--- src/rtl/pwm_timer_mc.sv ---
`default_nettype none
// ============================================================================
//  Module   : pwm_timer_mc
//  Purpose  : Multi-channel PWM timer. One prescaled up-counter timebase is
//             shared by N_CH comparators. Period and duty values are double
//             buffered and swap in at a counter wrap. Supports one-shot and
//             continuous modes.
//             Optional capture unit, built when PWM_TIMER_MC_CAPTURE_EN is
//             defined: it latches the counter on a rising edge of capture_i.
//  Revision : 1.0  initial release
// ============================================================================
module pwm_timer_mc #(
    parameter int CNT_W = 16,
    parameter int N_CH  = 4,
    parameter int PS_W  = 8
) (
    input  logic                  clk_i,
    input  logic                  rst_i,
    input  logic                  en_i,
    input  logic                  start_i,
    input  logic                  stop_i,
    input  logic                  oneshot_i,
    input  logic [PS_W-1:0]       prescale_i,
    input  logic [CNT_W-1:0]      period_i,
    input  logic [N_CH*CNT_W-1:0] duty_i,
    input  logic                  update_i,
    input  logic                  capture_i,
    input  logic                  clear_i,
    output logic [N_CH-1:0]       pwm_o,
    output logic [CNT_W-1:0]      cnt_o,
    output logic                  running_o,
    output logic                  wrap_o,
    output logic [CNT_W-1:0]      cap_value_o,
    output logic                  cap_valid_o
);

    localparam logic [0:0]       c_st_idle = 1'b0;
    localparam logic [0:0]       c_st_run  = 1'b1;
    localparam logic [CNT_W-1:0] c_cnt_one = CNT_W'(1);
    localparam logic [PS_W-1:0]  c_ps_one  = PS_W'(1);

    logic [0:0]            r_state;
    logic [PS_W-1:0]       r_presc;
    logic [CNT_W-1:0]      r_cnt;
    logic [CNT_W-1:0]      r_period_sh;
    logic [N_CH*CNT_W-1:0] r_duty_sh;
    logic                  r_pending;
    logic [N_CH-1:0]       r_pwm;

    logic                  w_run;
    logic                  w_tick;
    logic                  w_at_top;
    logic                  w_start;
    logic                  w_stop;
    logic                  w_wrap;
    logic                  w_reload;
    logic                  w_run_next;
    logic [N_CH-1:0]       w_pwm_next;

    // Event decode. The >= compares keep the prescaler and the counter
    // bounded even if prescale_i is lowered while running.
    assign w_run      = (r_state == c_st_run);
    assign w_tick     = (r_presc >= prescale_i);
    assign w_at_top   = (r_cnt >= r_period_sh);
    assign w_start    = en_i && !w_run && start_i && !stop_i;
    assign w_stop     = en_i && w_run && stop_i;
    assign w_wrap     = !rst_i && en_i && w_run && !stop_i && w_tick && w_at_top;
    assign w_reload   = w_wrap && (r_pending || update_i);
    assign w_run_next = (w_run && !(w_stop || (w_wrap && oneshot_i))) || w_start;

    // Per-channel compare. The output is forced low on the edge that leaves
    // RUN so no stale high level leaks into IDLE.
    generate
        for (genvar k = 0; k < N_CH; k++) begin : g_ch
            assign w_pwm_next[k] = w_run && w_run_next &&
                                   (r_cnt < r_duty_sh[k*CNT_W +: CNT_W]);
        end
    endgenerate

    // FSM, prescaler, counter, shadow registers and pending-update flag
    always_ff @(posedge clk_i) begin
        if (rst_i) begin
            r_state     <= c_st_idle;
            r_presc     <= '0;
            r_cnt       <= '0;
            r_period_sh <= '0;
            r_duty_sh   <= '0;
            r_pending   <= 1'b0;
            r_pwm       <= '0;
        end else if (en_i) begin
            r_state <= w_run_next ? c_st_run : c_st_idle;
            r_pwm   <= w_pwm_next;
            if (w_start) begin
                r_presc     <= '0;
                r_cnt       <= '0;
                r_period_sh <= period_i;
                r_duty_sh   <= duty_i;
                r_pending   <= 1'b0;
            end else if (w_run && !stop_i) begin
                if (w_tick) begin
                    r_presc <= '0;
                    r_cnt   <= w_at_top ? '0 : (r_cnt + c_cnt_one);
                end else begin
                    r_presc <= r_presc + c_ps_one;
                end
                if (w_reload) begin
                    r_period_sh <= period_i;
                    r_duty_sh   <= duty_i;
                end
                if (w_wrap) begin
                    r_pending <= 1'b0;
                end else if (update_i) begin
                    r_pending <= 1'b1;
                end
            end else if (update_i) begin
                r_pending <= 1'b1;
            end
        end
    end

    assign pwm_o     = r_pwm;
    assign cnt_o     = r_cnt;
    assign running_o = w_run;
    assign wrap_o    = w_wrap;

`ifdef PWM_TIMER_MC_CAPTURE_EN
    logic             r_cap_prev;
    logic [CNT_W-1:0] r_cap_value;
    logic             r_cap_valid;

    // Capture on rising edge of capture_i; clear_i overrides and works even
    // while en_i is low
    always_ff @(posedge clk_i) begin
        if (rst_i) begin
            r_cap_prev  <= 1'b0;
            r_cap_value <= '0;
            r_cap_valid <= 1'b0;
        end else begin
            if (clear_i) begin
                r_cap_value <= '0;
                r_cap_valid <= 1'b0;
            end else if (en_i && capture_i && !r_cap_prev) begin
                r_cap_value <= r_cnt;
                r_cap_valid <= 1'b1;
            end
            if (en_i) begin
                r_cap_prev <= capture_i;
            end
        end
    end

    assign cap_value_o = r_cap_value;
    assign cap_valid_o = r_cap_valid;
`else
    logic w_unused_cap;
    assign w_unused_cap = capture_i ^ clear_i;
    assign cap_value_o  = '0;
    assign cap_valid_o  = 1'b0;
`endif

endmodule
`default_nettype wire

--- config.mk ---
export PLATFORM = sky130hd
export DESIGN_NAME = pwm_timer_mc
export DESIGN_NICKNAME = d
export VERILOG_FILES = /design/src/rtl/pwm_timer_mc.sv
export SDC_FILE = /design/constraint.sdc
export NUM_CORES = 1
export LEC_CHECK = 0
export BUFFER_PORTS_ARGS = -buffer_cell sky130_fd_sc_hd__buf_2
export CAP_MARGIN = 25
export CORE_UTILIZATION = 60
export DETAILED_ROUTE_END_ITERATION = 10
export PLACE_DENSITY = 0.85
export SYNTH_ARGS = -nofsm -noshare
export SYNTH_HDL_FRONTEND = slang
export SYNTH_SLANG_ARGS = --single-unit
export TNS_END_PERCENT = 50
--- constraint.sdc ---
create_clock -name clk_i -period 7.06 [get_ports clk_i]
set_input_delay 0 -clock clk_i [delete_from_list [all_inputs] [get_ports clk_i]]
set_output_delay 0 -clock clk_i [all_outputs]
set_load 0.005 [all_outputs]
==> results of run 1 <==
## what timing repair did
item                                    in CTS  in global routing
hold buffers                                78                  0
endpoints found under the setup margin       0                  0
hold endpoints to repair                    78                  0
## cell type report
| class | count | area share [%] |
|---|---|---|
| Inverter | 90 | 3.806 |
| Tap cell | 143 | 2.016 |
| Clock buffer | 11 | 2.735 |
| Sequential cell | 110 | 24.81 |
| Multi-Input combinational cell | 583 | 50.25 |
| Clock inverter | 5 | 0.4793 |
| Timing Repair Buffer | 197 | 15.90 |
## flip-flops by register name, indices dropped and copies added, names as in the netlist
signal,cells
r_pending,1
r_duty_sh,64
cnt_o,16
running_o,1
pwm_o,4
r_period_sh,16
r_presc,8
## power breakdown
| part | switching, mW | internal [mW] | leakage, nW | total [mW] |
|---|---|---|---|---|
| clock | 0.239 | 0.253 | 0.136 | 0.492 |
| sequential | 0.0155 | 0.639 | 0.892 | 0.654 |
| combinational | 0.106 | 0.129 | 3.19 | 0.235 |
## path summary, 6_finish.rpt
path,from,end,slack [ps],cells past startpoint
max,cnt_o[0]$_SDFFE_PP0P_,r_duty_sh[39]$_SDFFE_PP0P_,3690,10
min,update_i,r_pending$_SDFFE_PP0P_,20,3
max reg2reg,cnt_o[0]$_SDFFE_PP0P_,r_duty_sh[39]$_SDFFE_PP0P_,3690,10
min reg2reg,pwm_o[1]$_SDFFE_PP0P_,pwm_o[1]$_SDFFE_PP0P_,470,2
## routing by layer
metal / vias to the layer above / routed length (µm)
met3: 57 / 978
met2: 222 / 8241
li1: 3052 / -
met1: 2785 / 7444
met5: - / 0
met4: 0 / 663
## cells in the mapped netlist (all sizes together), types with 13 or more instances
cell type,instances,share of area [%]
nand4,13,1.4
a21oi,26,1.8
nand2b,168,14
mux2i,80,11
buf,27,4.2
clkbuf,21,1.1
nand2,34,1.7
inv,90,4.6
ha,86,15
o21ai,18,1.2
dfxtp,110,30
nor2,27,1.4
## cells by family (layout without fill, tap and decap cells)
logic type | after synthesis | after routing
fa+ha+maj | 86 | 86
other cells | 1 | 17
buf+inv | 138 | 303
simple gates | 286 | 286
compound gates | 97 | 97
mux | 80 | 80
xor+xnor | 17 | 17
flops | 110 | 110
## critical path: stages, from the launching register on
cell       delay, ps
dfxtp_1          630
inv_1            150
ha_1             320
nand2b_4         150
a2111oi_4        320
nand3b_2         190
nand4_4          190
a31oi_4          390
buf_12           250
buf_12           320
mux2i_1          300
## through the flow
| stage | power, mW | instances | area (µm²) | hold WS [ps] | utilization, % |
|---|---|---|---|---|---|
| floorplan | 0.8166 | 831 | 7375 | 152.1 | - |
| global placement | 0.8587 | 1044 | 7790 | 259.3 | 66.80 |
| detailed placement | 0.8646 | 1045 | 7810 | 262.2 | 66.97 |
| CTS | 1.380 | 1139 | 8876 | 16.83 | 76.11 |
| global route | 1.442 | 1139 | 8876 | 25.95 | 76.11 |
| finish | 1.381 | 1139 | 8876 | 24.75 | 76.11 |
==> results.sh, run 1 <==
export IMPL_status="finished clean"
export IMPL_seq_area_frac_synth_pct=30.11
export IMPL_seq_area_mm2=0.002202
export IMPL_period_needed_ps=3373
export IMPL_p_leak_nw=4.214
export IMPL_max_slew_worst_pin_slew_ps=852.3
export IMPL_area_growth_pct=21.35
export IMPL_syn_avg_cell_area_um2=8.975
export IMPL_global_route_usage_met3_pct=4.158
export IMPL_clock_sinks=110
export IMPL_wire_per_inst_um=15.21
export IMPL_cts_tree="built"
export IMPL_wl_um=17330
export IMPL_grt_pass1_vias=6045
export IMPL_die_w_um=112.4
export IMPL_core_area_mm2=0.01166
export IMPL_cp_data_arrival_time_ps=3630
export IMPL_use_met1_pct=34.83
export IMPL_drive_gt1_share_pct=15.16
export IMPL_hp_class="in2reg"
export IMPL_post_cts_buffers=0
export IMPL_synth_compound_area_share_pct=9.134
export IMPL_synth_top_family_by_area="simple AND/OR/NAND/NOR gates"
export IMPL_fin_tns_setup_ps=0
export IMPL_antenna_cells=0
export IMPL_cts_resized=0
export IMPL_h_tree_depth=3
export IMPL_setup_ws_ps=3687
export IMPL_vias=6116
export IMPL_vdd_drop_max_mv=0.1119
export IMPL_fmax_mhz=296.5
export IMPL_grt_busiest_layer="met2"
export IMPL_synth_fa_ha_area_share_pct=14.71
export IMPL_hold_viol_final=0
export IMPL_dieArea_mm2=0.01264
export IMPL_finClkSkew_ps=15.71
export IMPL_rsz0062_at_grt="no"
export IMPL_cap_violations=0
export IMPL_final_cell_mix="nand2b_1 (167), buf_2 (115), dfxtp_1 (110), inv_1 (90), ha_1 (86)"
export IMPL_synth_xor_area_share_pct=2.036
export IMPL_yosysWarnings=0
export IMPL_clkLatencyLatePin_ps=350
export IMPL_mostFrequentLayoutCell="nand2b_1"
export IMPL_clock_path_buffers=2
export IMPL_final_nets=1174
export IMPL_rows=39
export IMPL_grt_remaining_overflow=0
export IMPL_antenna_found_initial=0
export IMPL_setup_viol=0
export IMPL_io_pins=136
export IMPL_numCtsBuffers=9
export IMPL_dp_worst_setup_slack_ps=3828
export IMPL_dr_pass1_iters=5
export IMPL_synth_edf_count=0
export IMPL_gp_congestion=0.8233
export IMPL_port_buffers=116
export IMPL_root_buffer="clkbuf_16"
export IMPL_synthSimpleGateAreaFrac_pct=23.16
export IMPL_fin_crit_sh_pct=47.77
export IMPL_postRouteAntennaNets=0
export IMPL_remaining_drc_errors=0
export IMPL_required_ps=7320
export IMPL_critPathMaxFanout=55
export IMPL_critical_path_class="reg2reg"
export IMPL_grt_usage_pct=28.43
export IMPL_grt_pass1_wl_um=28290
export IMPL_drv_slew=0
export IMPL_grt_max_degree=133
export IMPL_synthArstFlopShare_pct=0
export IMPL_viasPerCell=5.370
export IMPL_initial_core_util_pct=62.72
export IMPL_fillers=785
export IMPL_fp_dieH_um=112.4
export IMPL_dp_hpwl_um=11020
export IMPL_synth_area_mm2=0.007315
export IMPL_p_per_area_mw_per_mm2=155.6
export IMPL_synth_seq_cells=110
export IMPL_endpoint_kind="flip-flop"
export IMPL_use_met2_pct=47.54
export IMPL_drt_initial_drc_count=453
export IMPL_clk_pin_slew_ps=70
export IMPL_synth_mux_area_share_pct=10.95
export IMPL_synth_main_ff_cell="dfxtp_1"
export IMPL_synth_cells=815
export IMPL_start_kind="flip-flop"
export IMPL_multi_input_area_mm2=0.004461
export IMPL_synth_distinct_cells=63
export IMPL_relSlewSlack_pct=43.18
(Power assumes the default switching activity.)
==> run 2: changes to the inputs <==
--- a/config.mk
+++ b/config.mk
@@ -7,9 +7,9 @@
 export LEC_CHECK = 0
 export BUFFER_PORTS_ARGS = -buffer_cell sky130_fd_sc_hd__buf_2
 export CAP_MARGIN = 25
-export CORE_UTILIZATION = 60
+export CORE_UTILIZATION = 57
 export DETAILED_ROUTE_END_ITERATION = 10
-export PLACE_DENSITY = 0.85
+export PLACE_DENSITY = 0.82
 export SYNTH_ARGS = -nofsm -noshare
 export SYNTH_HDL_FRONTEND = slang
 export SYNTH_SLANG_ARGS = --single-unit
==> constraint.sdc (replaced) <==
create_clock -name clk_i -period 3.38 [get_ports clk_i]
set_input_delay 0 -clock clk_i [delete_from_list [all_inputs] [get_ports clk_i]]
set_output_delay 0 -clock clk_i [all_outputs]
set_load 0.005 [all_outputs]
==> run 2 against run 1 <==
First-iteration DRC count down 8.2%; worst hold slack lost 12 ps; sequential share of layout area shrank 0.38 points; core utilization fell by 4.4 points; critical path type unchanged; largest power group unchanged.
==> results.sh, run 2 (same netlist as run 1, synthesis figures left out) <==
export IMPL_met1Wirelength_um=7623
export IMPL_fp_dieH_um=115.3
export IMPL_root_buffer="clkbuf_16"
export IMPL_drt_initial_drc_count=416
export IMPL_reg2reg_depth=9
export IMPL_cts_tree="built"
export IMPL_rows=41
export IMPL_place_inst=1085
export IMPL_vias=6154
export IMPL_viasPerCell=5.206
export IMPL_grt_pass1_vias=5955
export IMPL_critical_path_class="reg2reg"
export IMPL_critPathMaxFanout=43
export IMPL_mostFrequentLayoutCell="nand2b_1"
export IMPL_fin_crit_sh_pct=85.29
export IMPL_hold_slack_ps=13.02
export IMPL_postRouteAntennaNets=0
export IMPL_min_from="en_i"
export IMPL_max_stage_delay_ps=620
export IMPL_routed_top_layer="met4"
export IMPL_final_cell_mix="nand2b_1 (167), buf_2 (115), dfxtp_1 (110), inv_1 (90), ha_1 (86)"
export IMPL_period_needed_ps=2883
export IMPL_dieArea_mm2=0.01329
export IMPL_top_register="r_duty_sh"
export IMPL_antenna_cells=0
export IMPL_drv_slew=0
export IMPL_gp_congestion=0.8620
export IMPL_p_per_area_mw_per_mm2=316.1
export IMPL_finClkSkew_ps=10.65
export IMPL_routed_wl_met2_um=8167
export IMPL_remaining_drc_errors=0
export IMPL_crit_family="flip-flops"
export IMPL_clkLatencyLatePin_ps=360
export IMPL_p_leak_nw=4.283
export IMPL_crit_chain="inv_1 -> ha_1 -> nand2b_4 -> a2111oi_4 -> nand3b_2 -> nand4_4 -> a31oi_4 -> buf_12 -> mux2i_1"
export IMPL_cp_slowest_cell="dfxtp_1"
export IMPL_grt_remaining_overflow=0
export IMPL_timing_rr_start="cnt_o[0]$_SDFFE_PP0P_"
export IMPL_path_buf_inv=2
export IMPL_clk_pin_slew_ps=70
export IMPL_whs_endpoint="r_pending$_SDFFE_PP0P_"
export IMPL_core_area_mm2=0.01257
export IMPL_total_power_mw=2.849
export IMPL_clock_sinks=110
export IMPL_initial_core_util_pct=58.20
export IMPL_fmax_mhz=346.9
export IMPL_relSlewSlack_pct=41.87
export IMPL_grt_max_degree=133
export IMPL_grt_pass1_wl_um=28060
export IMPL_fin_tns_setup_ps=0
export IMPL_max_slew_worst_pin_slew_ps=871.9
export IMPL_antenna_found_initial=0
export IMPL_r2r_end="r_duty_sh[44]$_SDFFE_PP0P_"
export IMPL_wire_per_inst_um=14.60
export IMPL_cp_data_arrival_time_ps=3160
export IMPL_final_nets=1189
export IMPL_port_buffers=116
export IMPL_setup_viol=0
export IMPL_numCtsBuffers=9
export IMPL_rrSetupSlack_ps=500
export IMPL_hp_class="in2reg"
export IMPL_largest_register_ffs=64
export IMPL_wl_um=17260
export IMPL_start_kind="flip-flop"
export IMPL_io_pins=136
export IMPL_dp_hpwl_um=11390
export IMPL_status="finished clean"
export IMPL_vdd_drop_max_mv=0.2311
export IMPL_hold_viol_final=0
export IMPL_final_cells=1182
export IMPL_clock_path_buffers=2
export IMPL_cts_resized=0
export IMPL_area_growth_pct=23.23
export IMPL_h_tree_depth=3
export IMPL_rsz0062_at_grt="no"
export IMPL_dr_wl_met3_um=937
export IMPL_drive_gt1_share_pct=15.94
export IMPL_endpoint_kind="flip-flop"
export IMPL_grt_usage_pct=27.27
export IMPL_dr_pass1_iters=5
export IMPL_die_w_um=115.3
export IMPL_holdPathStages=3
export IMPL_required_ps=3650
export IMPL_cap_violations=0
run 2: cell count changes in the layout (fill, tap and decap cells not counted):
cell           delta
clkbuf_8          -1
clkinv_2          +2
dlygate4sd3_1     +4
clkinv_4          -2
buf_4            +11
run 2: how the worst max path moves through the flow:
stage / from / slack [ps] / to / cells after the start
5_1_grt: cnt_o[0]$_SDFFE_PP0P_ / 350 / r_duty_sh[49]$_SDFFE_PP0P_ / 9
2_1_floorplan: cnt_o[0]$_SDFFE_PP0P_ / 1030 / r_duty_sh[0]$_SDFFE_PP0P_ / 10
4_1_cts: cnt_o[0]$_SDFFE_PP0P_ / 550 / r_duty_sh[26]$_SDFFE_PP0P_ / 9
6_report: cnt_o[0]$_SDFFE_PP0P_ / 500 / r_duty_sh[44]$_SDFFE_PP0P_ / 9
3_5_place_dp: cnt_o[0]$_SDFFE_PP0P_ / 590 / r_duty_sh[26]$_SDFFE_PP0P_ / 9
3_3_place_gp: cnt_o[0]$_SDFFE_PP0P_ / 640 / r_duty_sh[24]$_SDFFE_PP0P_ / 9
run 2: per-stage QoR:
step,instance area [µm²],worst slack [ps],util (%)
finish,9014,497.3,71.72
detailed placement,7929,585.2,63.09
CTS,9014,546.2,71.72
global route,9014,351.8,71.72
floorplan,7375,1031,-
global placement,7929,642.0,63.09
run 2: power breakdown:
group | internal (mW) | total, mW | switching (mW)
logic | 0.276 | 0.508 | 0.231
clock network | 0.498 | 0.984 | 0.486
registers | 1.33 | 1.36 | 0.0230
total | 2.11 | 2.85 | 0.741
run 2: metal layers:
metal	up-vias	GRT usage (%)
li1	3086	-
met1	2836	33.64
met2	188	46.18
met3	44	5.061
met4	0	12.47
met5	-	0
run 2: area by class of cell:
cell class	count	area [µm²]
Multi-Input combinational cell	583	4461
Fill cell	952	3555
Sequential cell	110	2202
Timing Repair Buffer	212	1534
Inverter	90	337.8
Clock buffer	10	229.0
Tap cell	172	215.2
Clock inverter	5	35.03
run 2: what timing repair did:
| item | 4_1_cts | 5_1_grt |
|---|---|---|
| setup buffers | 0 | 0 |
| endpoints found under the setup margin | 0 | 0 |
| endpoints found under the hold margin | 82 | 0 |
| hold buffers | 82 | 0 |
run 2: worst min-delay path, cell delays in order:
cell,delay (ps)
buf_2,140
a21oi_1,120
a2111oi_0,60
==> run 3: changes to the inputs <==
--- a/config.mk
+++ b/config.mk
@@ -7,9 +7,9 @@
 export LEC_CHECK = 0
 export BUFFER_PORTS_ARGS = -buffer_cell sky130_fd_sc_hd__buf_2
 export CAP_MARGIN = 25
-export CORE_UTILIZATION = 57
+export CORE_UTILIZATION = 60
 export DETAILED_ROUTE_END_ITERATION = 10
-export PLACE_DENSITY = 0.82
+export PLACE_DENSITY = 0.85
 export SYNTH_ARGS = -nofsm -noshare
 export SYNTH_HDL_FRONTEND = slang
 export SYNTH_SLANG_ARGS = --single-unit
==> constraint.sdc (replaced) <==
create_clock -name clk_i -period 3.5 [get_ports clk_i]
set_input_delay 0 -clock clk_i [delete_from_list [all_inputs] [get_ports clk_i]]
set_output_delay 0 -clock clk_i [all_outputs]
set_load 0.005 [all_outputs]
==> run 3 against run 2 <==
Critical path depth unchanged; critical endpoint is now r_period_sh[15]$_SDFFE_PP0P_; clock skew about the same; total power is 0.40% lower; first-iteration DRC count rose by 19%; sequential power shrank 4%; via count rose by 0.89%; sequential share of layout area increased by 0.13 points; count of clock-buffer cells in the layout up 4; flip-flop and latch count did not move; largest power group unchanged.
==> results.sh, run 3 (same netlist as run 1, synthesis figures left out) <==
export IMPL_clock_sinks=110
export IMPL_setup_viol=0
export IMPL_start_kind="flip-flop"
export IMPL_pwr_share_seq_pct=46.2
export IMPL_status="finished clean"
export IMPL_fin_crit_sh_pct=86.93
export IMPL_clock_path_buffers=2
export IMPL_cts_tree="built"
export IMPL_dieArea_mm2=0.01264
export IMPL_mostFrequentLayoutCell="nand2b_1"
export IMPL_drt_initial_drc_count=496
export IMPL_vias=6209
export IMPL_hold_slack_ps=22.37
export IMPL_final_area_mm2=0.008967
export IMPL_dp_hpwl_um=11150
export IMPL_hp_class="in2reg"
export IMPL_largest_register_ffs=64
export IMPL_io_pins=136
export IMPL_cap_violations=0
export IMPL_whs_endpoint="r_pending$_SDFFE_PP0P_"
export IMPL_p_leak_nw=4.276
export IMPL_initial_core_util_pct=62.72
export IMPL_wl_um=18300
export IMPL_swShare_pct=25.02
export IMPL_rsz0062_at_grt="no"
export IMPL_min_from="update_i"
export IMPL_drive_gt1_share_pct=15.58
export IMPL_viasPerCell=5.394
export IMPL_die_w_um=112.4
export IMPL_required_ps=3770
export IMPL_max_slew_worst_pin_slew_ps=885.8
export IMPL_pwr_share_clk_pct=36.3
export IMPL_wire_per_inst_um=15.90
export IMPL_relSlewSlack_pct=40.94
export IMPL_core_area_mm2=0.01166
export IMPL_final_nets=1187
export IMPL_port_buffers=116
export IMPL_critical_path_class="reg2reg"
export IMPL_antenna_cells=0
export IMPL_post_cts_buffers=0
export IMPL_cts_resized=0
export IMPL_comb_power_share_pct=17.5
export IMPL_grt_pass1_wl_um=29720
export IMPL_hold_viol_final=0
export IMPL_area_growth_pct=22.60
export IMPL_grt_remaining_overflow=0
export IMPL_rows=39
export IMPL_multi_input_area_mm2=0.004461
export IMPL_fp_dieH_um=112.4
export IMPL_postRouteAntennaNets=0
export IMPL_gp_congestion=0.8875
export IMPL_numCtsBuffers=9
export IMPL_cts_hold_buf=81
export IMPL_fmax_mhz=328.7
export IMPL_final_cells=1151
export IMPL_grt_max_degree=134
export IMPL_grt_usage_pct=29.95
export IMPL_holdPathStages=3
export IMPL_timing_rr_start="cnt_o[0]$_SDFFE_PP0P_"
export IMPL_dr_pass1_iters=5
export IMPL_clk_pin_slew_ps=70
export IMPL_finClkSkew_ps=11.08
export IMPL_drv_slew=0
export IMPL_reg2reg_depth=9
export IMPL_h_tree_depth=3
export IMPL_cp_data_arrival_time_ps=3310
export IMPL_rrSetupSlack_ps=460
export IMPL_seq_area_mm2=0.002202
export IMPL_p_per_area_mw_per_mm2=316.4
export IMPL_fin_tns_setup_ps=0
export IMPL_clkLatencyLatePin_ps=360
export IMPL_antenna_found_initial=0
export IMPL_endpoint_kind="flip-flop"
export IMPL_placed_area_mm2=0.007873
export IMPL_final_cell_mix="nand2b_1 (167), buf_2 (115), dfxtp_1 (110), inv_1 (90), ha_1 (86)"
export IMPL_setup_ws_ps=457.6
export IMPL_period_needed_ps=3042
export IMPL_p_sw_uw=709.9
export IMPL_top_register="r_duty_sh"
export IMPL_grt_pass1_vias=6084
export IMPL_place_inst=1055
export IMPL_dp_worst_setup_slack_ps=640.2
export IMPL_total_power_mw=2.837
export IMPL_intPower_mw=2.128
export IMPL_fillers=785
export IMPL_r2r_end="r_period_sh[15]$_SDFFE_PP0P_"
export IMPL_critPathMaxFanout=25
export IMPL_remaining_drc_errors=0
export IMPL_vdd_drop_max_mv=0.2306
export IMPL_final_util_pct=76.89
export IMPL_root_buffer="clkbuf_16"
-- run 3: layout make-up --
class	count	share of cell area [%]
clock buffer	14	2.832
clock inverter	1	0.3349
inverter	90	3.767
multi-input combinational	583	49.74
sequential	110	24.56
tap	143	1.995
timing repair buffer	210	16.77
-- run 3: layer usage --
metal	up-vias	wire [µm]	GRT usage, %
met5	-	0	0
met4	0	823	16.00
met3	68	1079	3.942
met2	268	8554	50.68
met1	2795	7847	37.21
li1	3078	-	-
-- run 3: worst max path at each step --
| stage | from | end | slack, ps | cells past startpoint |
|---|---|---|---|---|
| after floorplan | cnt_o[0]$_SDFFE_PP0P_ | r_duty_sh[0]$_SDFFE_PP0P_ | 1150 | 10 |
| after global placement | cnt_o[0]$_SDFFE_PP0P_ | r_duty_sh[8]$_SDFFE_PP0P_ | 710 | 9 |
| after detailed placement | cnt_o[0]$_SDFFE_PP0P_ | r_period_sh[0]$_SDFFE_PP0P_ | 640 | 9 |
| after CTS | cnt_o[0]$_SDFFE_PP0P_ | r_duty_sh[0]$_SDFFE_PP0P_ | 560 | 9 |
| after global routing | cnt_o[0]$_SDFFE_PP0P_ | r_period_sh[15]$_SDFFE_PP0P_ | 350 | 9 |
| final | cnt_o[0]$_SDFFE_PP0P_ | r_period_sh[15]$_SDFFE_PP0P_ | 460 | 9 |
-- run 3: power groups by stage --
stage	Sequential, mW	Clock, mW	Combinational (mW)
2_1_floorplan	1.34	0	0.310
3_3_place_gp	1.34	0	0.399
3_5_place_dp	1.34	0	0.408
4_1_cts	1.31	1.02	0.484
5_1_grt	1.32	1.09	0.541
6_report	1.31	1.03	0.495
-- run 3: critical path, cell delays in order, from the launching register on --
cell,delay (ps)
dfxtp_1,630
inv_1,170
ha_1,320
nand2b_4,150
a2111oi_4,320
nand3b_2,190
nand4_4,180
a31oi_4,260
buf_4,410
mux2i_1,290
